**src/rtl/level_fifo.sv**
```systemverilog
// level_fifo: synchronous first-word fall-through FIFO with a registered
// occupancy counter and level-decoded status flags. A write that meets a
// read on an empty FIFO tunnels straight through to rd_data_o without
// touching storage.
//
// Optional feature macro: LEVEL_FIFO_ERR_FLAGS_EN
//   defined   -> sticky overflow_o / underflow_o flags, cleared by err_clr_i
//   undefined -> both flags tied low, err_clr_i ignored
module level_fifo #(
  parameter int WIDTH      = 8,
  parameter int DEPTH      = 16,
  parameter int AFULL_THR  = DEPTH - 1,
  parameter int AEMPTY_THR = 1
) (
  input  logic                       clk_i,
  input  logic                       rst_ni,
  input  logic                       wr_en_i,
  input  logic [WIDTH-1:0]           wr_data_i,
  input  logic                       rd_en_i,
  output logic [WIDTH-1:0]           rd_data_o,
  output logic                       empty_o,
  output logic                       full_o,
  output logic                       almost_empty_o,
  output logic                       almost_full_o,
  output logic [$clog2(DEPTH+1)-1:0] level_o,
  input  logic                       err_clr_i,
  output logic                       overflow_o,
  output logic                       underflow_o
);

  localparam int LW = $clog2(DEPTH + 1);
  localparam int PW = (DEPTH > 1) ? $clog2(DEPTH) : 1;

  typedef logic [PW-1:0] ptr_t;
  typedef logic [LW-1:0] lvl_t;

  // Refuse to build with thresholds or sizes that make the flags meaningless.
  generate
    if (WIDTH < 1 || DEPTH < 1 ||
        AFULL_THR < 1 || AFULL_THR > DEPTH ||
        AEMPTY_THR < 0 || AEMPTY_THR > DEPTH - 1) begin : g_bad_params
      $error("level_fifo: WIDTH/DEPTH/AFULL_THR/AEMPTY_THR out of range");
    end
  endgenerate

  logic [WIDTH-1:0] mem_q [DEPTH];
  ptr_t             wr_ptr_q, rd_ptr_q;
  lvl_t             level_q;
  logic             tunnel, wr_acc, rd_acc;

  // Pointers wrap explicitly at DEPTH-1 so non-power-of-two depths work.
  function automatic ptr_t ptr_inc(input ptr_t p);
    return (p == ptr_t'(DEPTH - 1)) ? '0 : p + ptr_t'(1);
  endfunction

  // Status flags are pure decodes of the registered level.
  assign level_o        = level_q;
  assign empty_o        = (level_q == '0);
  assign full_o         = (level_q == lvl_t'(DEPTH));
  assign almost_empty_o = (level_q <= lvl_t'(AEMPTY_THR));
  assign almost_full_o  = (level_q >= lvl_t'(AFULL_THR));

  // Tunnel is gated by reset so rd_data_o reads zero throughout reset.
  assign tunnel = wr_en_i & rd_en_i & empty_o & rst_ni;
  assign wr_acc = wr_en_i & (~full_o | rd_en_i) & ~tunnel;
  assign rd_acc = rd_en_i & ~empty_o;

  // Storage write port.
  // NOTE: the data array has no reset; validity is tracked solely by the
  // level counter, so clearing the entries would only add reset fan-out.
  always_ff @(posedge clk_i) begin
    if (wr_acc) mem_q[wr_ptr_q] <= wr_data_i;
  end

  // Pointer and occupancy bookkeeping.
  // NOTE: sequential state uses non-blocking assignments so every register
  // samples pre-edge values regardless of statement order.
  always_ff @(posedge clk_i or negedge rst_ni) begin
    if (!rst_ni) begin
      wr_ptr_q <= '0;
      rd_ptr_q <= '0;
      level_q  <= '0;
    end else begin
      if (wr_acc) wr_ptr_q <= ptr_inc(wr_ptr_q);
      if (rd_acc) rd_ptr_q <= ptr_inc(rd_ptr_q);
      if (wr_acc && !rd_acc)      level_q <= level_q + lvl_t'(1);
      else if (!wr_acc && rd_acc) level_q <= level_q - lvl_t'(1);
    end
  end

  // Head word: stored entry, tunnelled write data, or zero.
  // NOTE: the default assignment first keeps this block free of latches.
  always_comb begin
    rd_data_o = '0;
    if (!empty_o)    rd_data_o = mem_q[rd_ptr_q];
    else if (tunnel) rd_data_o = wr_data_i;
  end

`ifdef LEVEL_FIFO_ERR_FLAGS_EN
  logic ovf_q, udf_q;
  logic ovf_set, udf_set;

  assign ovf_set = wr_en_i & full_o & ~rd_en_i;
  assign udf_set = rd_en_i & empty_o & ~wr_en_i;

  // Sticky error flags; a new error wins over a simultaneous clear.
  always_ff @(posedge clk_i or negedge rst_ni) begin
    if (!rst_ni) begin
      ovf_q <= 1'b0;
      udf_q <= 1'b0;
    end else begin
      if (ovf_set)        ovf_q <= 1'b1;
      else if (err_clr_i) ovf_q <= 1'b0;
      if (udf_set)        udf_q <= 1'b1;
      else if (err_clr_i) udf_q <= 1'b0;
    end
  end

  assign overflow_o  = ovf_q;
  assign underflow_o = udf_q;
`else
  logic unused_err_clr;
  assign unused_err_clr = err_clr_i;
  assign overflow_o     = 1'b0;
  assign underflow_o    = 1'b0;
`endif

endmodule

```
**config.mk**
```make
export PLATFORM = sky130hd
export DESIGN_NAME = level_fifo
export DESIGN_NICKNAME = d
export VERILOG_FILES = /design/src/rtl/level_fifo.sv
export SDC_FILE = /design/constraint.sdc
export NUM_CORES = 1
export LEC_CHECK = 0
export BUFFER_PORTS_ARGS = -buffer_cell sky130_fd_sc_hd__buf_4
export CORE_MARGIN = 8
export CORE_UTILIZATION = 60
export DETAILED_ROUTE_END_ITERATION = 8
export PLACE_DENSITY = 0.77
export SETUP_SLACK_MARGIN = 0.1
export SYNTH_ARGS = -nofsm -noshare
export SYNTH_HDL_FRONTEND = slang
export SYNTH_SLANG_ARGS = --single-unit
```
**constraint.sdc**
```tcl
create_clock -name clk_i -period 5.55 [get_ports clk_i]
set_clock_uncertainty 0.15 [all_clocks]
set_input_delay 0.8325 -clock clk_i [delete_from_list [all_inputs] [get_ports clk_i]]
set_output_delay 0.8325 -clock clk_i [all_outputs]
set_load 0.005 [all_outputs]
```
==> results.json, run 1 <==
{
  "outcome": "completed",
  "clk_latency_ns": 0.52,
  "grt_overflow_total": 0,
  "area_growth_pct": 15.1,
  "clockBufferDepth": 2,
  "hpwl_mm": 7.03,
  "post_drt_via_cell_ratio": 6.31,
  "syn-cell-area_sq_um": 5990,
  "grt_pass1_vias": 3274,
  "portBuffers": 28,
  "power_density_nw_per_um2": 526,
  "first_pass_iters": 5,
  "num_vias": 3124,
  "ctsRootBufferMaster": "clkbuf_8",
  "core_area_sq_um": 9730,
  "final_cell_mix": "128 x edfxtp_1, 31 x buf_4, 21 x mux4_2",
  "rows": 36,
  "ctsResizeCount": 0,
  "rsz0062_at_grt": "false",
  "grtUsageTotal": 0.198,
  "clock_sinks": 141,
  "cts_max_level": 4,
  "yosysSeqAreaShare": 0.696,
  "final_max_slew_viol_count": 0,
  "cts_made_buffers": 17,
  "clock.fmax_mhz": 240,
  "drc_errors": 0,
  "rrSetupSlack_ns": 2.75,
  "die_w_um": 116,
  "placed_cells": 462,
  "setup_viol": 0,
  "leakagePower_nw": 2.51,
  "start_util": 0.615,
  "endpoint_kind": "primary output",
  "syn_avg_cell_area_sq_um": 18.9,
  "fin_setup_tns_ns": 0,
  "grt_start_max_net_pins": 31,
  "hp-class": "flip-flop to flip-flop",
  "cp.arrival_ns": 3.19,
  "layoutNonFillerInstCount": 495,
  "cp-start-kind": "flip-flop",
  "diodes": 0,
  "gp_congestion": 0.780,
  "ys_warn_count": 0,
  "maxCapViolCount": 0,
  "holdWs_ns": 0.397,
  "drive_above_1_share": 0.257,
  "grt_pass1_wl_mm": 18.8,
  "drt_wl_total_mm": 12.1,
  "drtIter0Drc": 291,
  "die_area_sq_um": 13400,
  "cp_max_fo": 16,
  "critical_path_class": "flip-flop to primary output",
  "synth-seq-cells": 141,
  "reg2regPathDepth": 5,
  "wire_per_inst_um": 24.4,
  "synth.distinct_cells": 44,
  "layout_commonest_cell": "edfxtp_1",
  "finalCritPeriodShare": 0.751,
  "nets": 373,
  "required_ns": 4.57,
  "cts_tree": "done",
  "tightest_slew_ns": 0.818,
  "drt.antenna.violating_nets": 0,
  "dieHeight_um": 116,
  "ir_worst_vdd_uv": 278,
  "relSlewSlack": 0.455,
  "ios": 32,
  "whs_path_depth": 1,
  "fillCellCount": 623,
  "clk_pin_slew_ns": 0.06,
  "grt_antenna_before_repair": 0,
  "finalWorstPathRequiredPeriod_ns": 4.17,
  "finalHoldViolCount": 0,
  "synthesis.instances": 316
}
-- area by class of cell --
cell class | count | area (sq um) | area share
tap | 133 | 166 | 0.0241
timing repair buffer | 32 | 243 | 0.0352
clock buffer | 19 | 432 | 0.0626
inverter | 7 | 26.3 | 0.00381
sequential | 141 | 4170 | 0.605
multi-input combinational | 150 | 1680 | 0.244
clock inverter | 13 | 171 | 0.0249
-- synthesized netlist by cell type (all sizes together) --
cell / count / area share
a21o: 2 / 0.0025
a21oi: 3 / 0.0025
a221o: 8 / 0.013
a311oi: 1 / 0.0015
a31oi: 1 / 0.0010
a41o: 1 / 0.0017
a41oi: 1 / 0.0015
and2: 1 / 0.0010
and3: 6 / 0.0063
and3b: 1 / 0.0015
and4: 4 / 0.0059
and4b: 8 / 0.013
buf: 10 / 0.013
clkbuf: 9 / 0.0056
conb: 1 / 0.00063
dfrtp: 13 / 0.054
edfxtp: 128 / 0.64
ha: 11 / 0.023
inv: 7 / 0.0044
mux2: 9 / 0.017
mux2i: 10 / 0.017
mux4: 32 / 0.13
nand2: 7 / 0.0044
nand3: 6 / 0.0050
nand4: 2 / 0.0021
nor2: 16 / 0.010
nor2b: 2 / 0.0021
nor3b: 1 / 0.0013
o211a: 1 / 0.0017
o211ai: 1 / 0.0013
o21ai: 5 / 0.0042
o31ai: 1 / 0.0013
or4b: 1 / 0.0017
xnor2: 3 / 0.0044
xor2: 3 / 0.0044
-- flip-flops by register name, summed over array words and instances (netlist names) --
signal	cells
level_o	5
mem_q	128
rd_ptr_q	4
wr_ptr_q	4
-- metrics by stage --
stage / power (mW) / util / cell area (sq um) / worst slack, ns
6_report: 3.62 / 0.708 / 6890 / 1.38
5_1_grt: 3.80 / 0.708 / 6890 / 1.24
4_1_cts: 3.64 / 0.708 / 6890 / 1.33
3_5_place_dp: 2.48 / 0.645 / 6280 / 1.90
3_3_place_gp: 2.45 / 0.645 / 6280 / 1.92
2_1_floorplan: 2.14 / - / 5990 / 2.73
-- report_power, final --
part,leakage (nW),switching [mW],total [mW],internal [mW]
clock,0.301,0.416,1.15,0.736
sequential,1.31,0.129,1.43,1.30
combinational,0.894,0.505,1.04,0.540
-- worst max-delay path, stage by stage, from the launching register on --
cell and delay [ns]:
dfrtp_1 0.87, buf_4 0.42, mux4_1 0.62, mux2_2 0.28
a221o_1 0.33, buf_4 0.14
-- path summary, 6_finish.rpt --
path | start | end
setup / recovery | rd_ptr_q[0] | rd_data_o[1]
hold / removal | rd_ptr_q[3] | rd_ptr_q[3]
setup reg to reg | level_o[0] | mem_q[3][4]
hold reg to reg | rd_ptr_q[3] | rd_ptr_q[3]
max in group asynchronous | rst_ni | wr_ptr_q[1]
min in group asynchronous | rst_ni | level_o[1]
-- per-layer routing --
layer,global-route usage,vias up,share of wire
met5,0,-,0
met4,0.0795,0,0.021
met3,0.0698,19,0.072
met2,0.311,137,0.50
met1,0.248,1605,0.41
li1,-,1363,-
-- cells by family (layout without fill, tap and decap cells) --
| group | after synthesis | after routing | synth area share |
|---|---|---|---|
| AND/OR/NAND/NOR | 55 | 55 | 0.0550 |
| other | 1 | 2 | 0.000626 |
| AO/OA/AOI/OAI | 25 | 25 | 0.0324 |
| buffers and inverters | 26 | 71 | 0.0228 |
| adder cells (fa/ha/maj) | 11 | 11 | 0.0230 |
| flip-flops | 141 | 141 | 0.696 |
| multiplexers | 51 | 51 | 0.161 |
| XOR/XNOR | 6 | 6 | 0.00878 |
-- timing repair --
action / 4_1_cts / 5_1_grt
endpoints found under the setup margin: 0 / 0
hold endpoints to repair: 13 / 0
hold buffers: 1 / 0
buffers inserted: 0 / 0
Note: power is estimated with default switching activity, not from simulation.
==> run 2, diff against run 1 <==
Clock period 5.55 ns to 3.95 ns, I/O delays scaled along.
==> run 2 against run 1 <==
Against the previous run:
- non-clock buffer count increased by 2
- sequential power is 38% higher
- register-to-register slack worse by 1.5 ns
- largest power group unchanged
- highest routed layer unchanged
==> results.json, run 2 (synthesized netlist as in run 1, its figures left out) <==
{
  "area_growth_pct": 13.7,
  "critical_path_class": "flip-flop to primary output",
  "relSlewSlack": 0.581,
  "grt_pass1_vias": 3072,
  "grtUsageTotal": 0.177,
  "crit_chain": "inv_1, ha_1, or4b_1, nand2_1, nor2_1, a221o_1, buf_4",
  "wire_per_inst_um": 22.0,
  "leakagePower_nw": 2.47,
  "grt_pass1_wl_mm": 17.1,
  "grt_overflow_total": 0,
  "fin_setup_tns_ns": 0,
  "clock.fmax_mhz": 282,
  "rsz0062_at_grt": "false",
  "finalHoldViolCount": 0,
  "start_util": 0.615,
  "maxCapViolCount": 0,
  "setup_viol": 0,
  "first_pass_iters": 4,
  "drive_above_1_share": 0.253,
  "cp_slowest_stage_delay_ns": 0.58,
  "cpMaxStageDelayCell": "or4b_1",
  "cp_max_fo": 8,
  "portBuffers": 28,
  "finalCritPeriodShare": 0.898,
  "finalWorstPathRequiredPeriod_ns": 3.55,
  "postCtsHoldBufs": 1,
  "gp_congestion": 0.796,
  "hpwl_mm": 6.78,
  "clk_pin_slew_ns": 0.06,
  "drt.antenna.violating_nets": 0,
  "ir_worst_vdd_uv": 375,
  "final_max_slew_viol_count": 0,
  "cts_tree": "done",
  "num_vias": 3089,
  "rows": 36,
  "cts_made_buffers": 17,
  "post_drt_via_cell_ratio": 6.22,
  "dieHeight_um": 116,
  "clk_latency_ns": 0.52,
  "cp.arrival_ns": 2.80,
  "route.met2.wl_mm": 5.24,
  "layout_commonest_cell": "edfxtp_1",
  "grt_start_max_net_pins": 33,
  "outcome": "completed",
  "placed_area_sq_um": 6290,
  "wl_met3_um": 743,
  "cts_max_level": 4,
  "ctsRootBufferMaster": "clkbuf_8",
  "final_cell_mix": "128 x edfxtp_1, 33 x buf_4, 21 x mux4_2",
  "ctsResizeCount": 0,
  "endpoint_kind": "primary output",
  "fillCellCount": 610,
  "clockBufferDepth": 2,
  "m1WireLength_mm": 4.77,
  "clock_sinks": 141,
  "die_area_sq_um": 13400,
  "hp-class": "input pin to flip-flop",
  "grt_antenna_before_repair": 0,
  "regMostFlops": "mem_q",
  "nets": 375,
  "diodes": 0,
  "drtIter0Drc": 283,
  "fin_area_sq_um": 6810,
  "power_density_nw_per_um2": 705,
  "core_area_sq_um": 9730,
  "drt_wl_total_mm": 10.9,
  "largest_reg_flops": 128,
  "cp-start-kind": "flip-flop",
  "post-cts-setup-buffer-count": 0,
  "tightest_slew_ns": 0.626,
  "die_w_um": 116,
  "ios": 32,
  "drc_errors": 0,
  "highest_layer": "met4",
  "required_ns": 3.21
}
-- run 2: final cells by class --
class / instances / area (sq um) / share of cell area
tap: 133 / 166 / 0.0245
inverter: 7 / 26.3 / 0.00386
clock inverter: 9 / 45.0 / 0.00662
clock buffer: 23 / 457 / 0.0671
multi-input combinational: 150 / 1680 / 0.247
timing repair buffer: 34 / 258 / 0.0379
sequential: 141 / 4170 / 0.613
-- run 2: final timing paths --
path                        startpoint      endpoint  slack (ns)  depth (start not counted)
max                         level_o[0]  rd_data_o[7]        0.40                          7
min                            wr_en_i   wr_ptr_q[1]        0.20                          3
max reg2reg                 level_o[0]  mem_q[11][2]        1.21                          5
min reg2reg                rd_ptr_q[2]   rd_ptr_q[2]        0.39                          1
max in group asynchronous       rst_ni   wr_ptr_q[2]        3.17                          2
min in group asynchronous       rst_ni    level_o[3]        0.31                          2
-- run 2: layer usage --
| metal | track usage | vias to the layer above |
|---|---|---|
| met2 | 0.261 | 132 |
| met5 | 0 | - |
| li1 | - | 1365 |
| met3 | 0.0563 | 18 |
| met4 | 0.0838 | 0 |
| met1 | 0.234 | 1574 |
-- run 2: power breakdown --
part,internal (mW),switching (mW)
clock network,0.792,0.544
logic,0.770,0.708
registers,1.82,0.159
total,3.39,1.41
-- run 2: stage by stage --
stage / hold slack, ns / setup slack (ns) / cells / utilization / total power, mW
3_5_place_dp: 0.302 / 0.928 / 464 / 0.647 / 3.50
3_3_place_gp: 0.306 / 0.985 / 464 / 0.647 / 3.47
6_report: 0.205 / 0.404 / 497 / 0.699 / 4.80
4_1_cts: 0.177 / 0.398 / 497 / 0.699 / 4.84
2_1_floorplan: 0.147 / 1.37 / 317 / - / 3.01
5_1_grt: 0.223 / 0.262 / 497 / 0.699 / 5.05
-- run 2: worst max-delay path: cells and delay by family, from the launching register on --
family	cells	cell delay [ns]
fa+ha+maj	1	0.20
simple gates	3	1.00
buf+inv	2	0.28
compound gates	1	0.33
flops	1	0.47
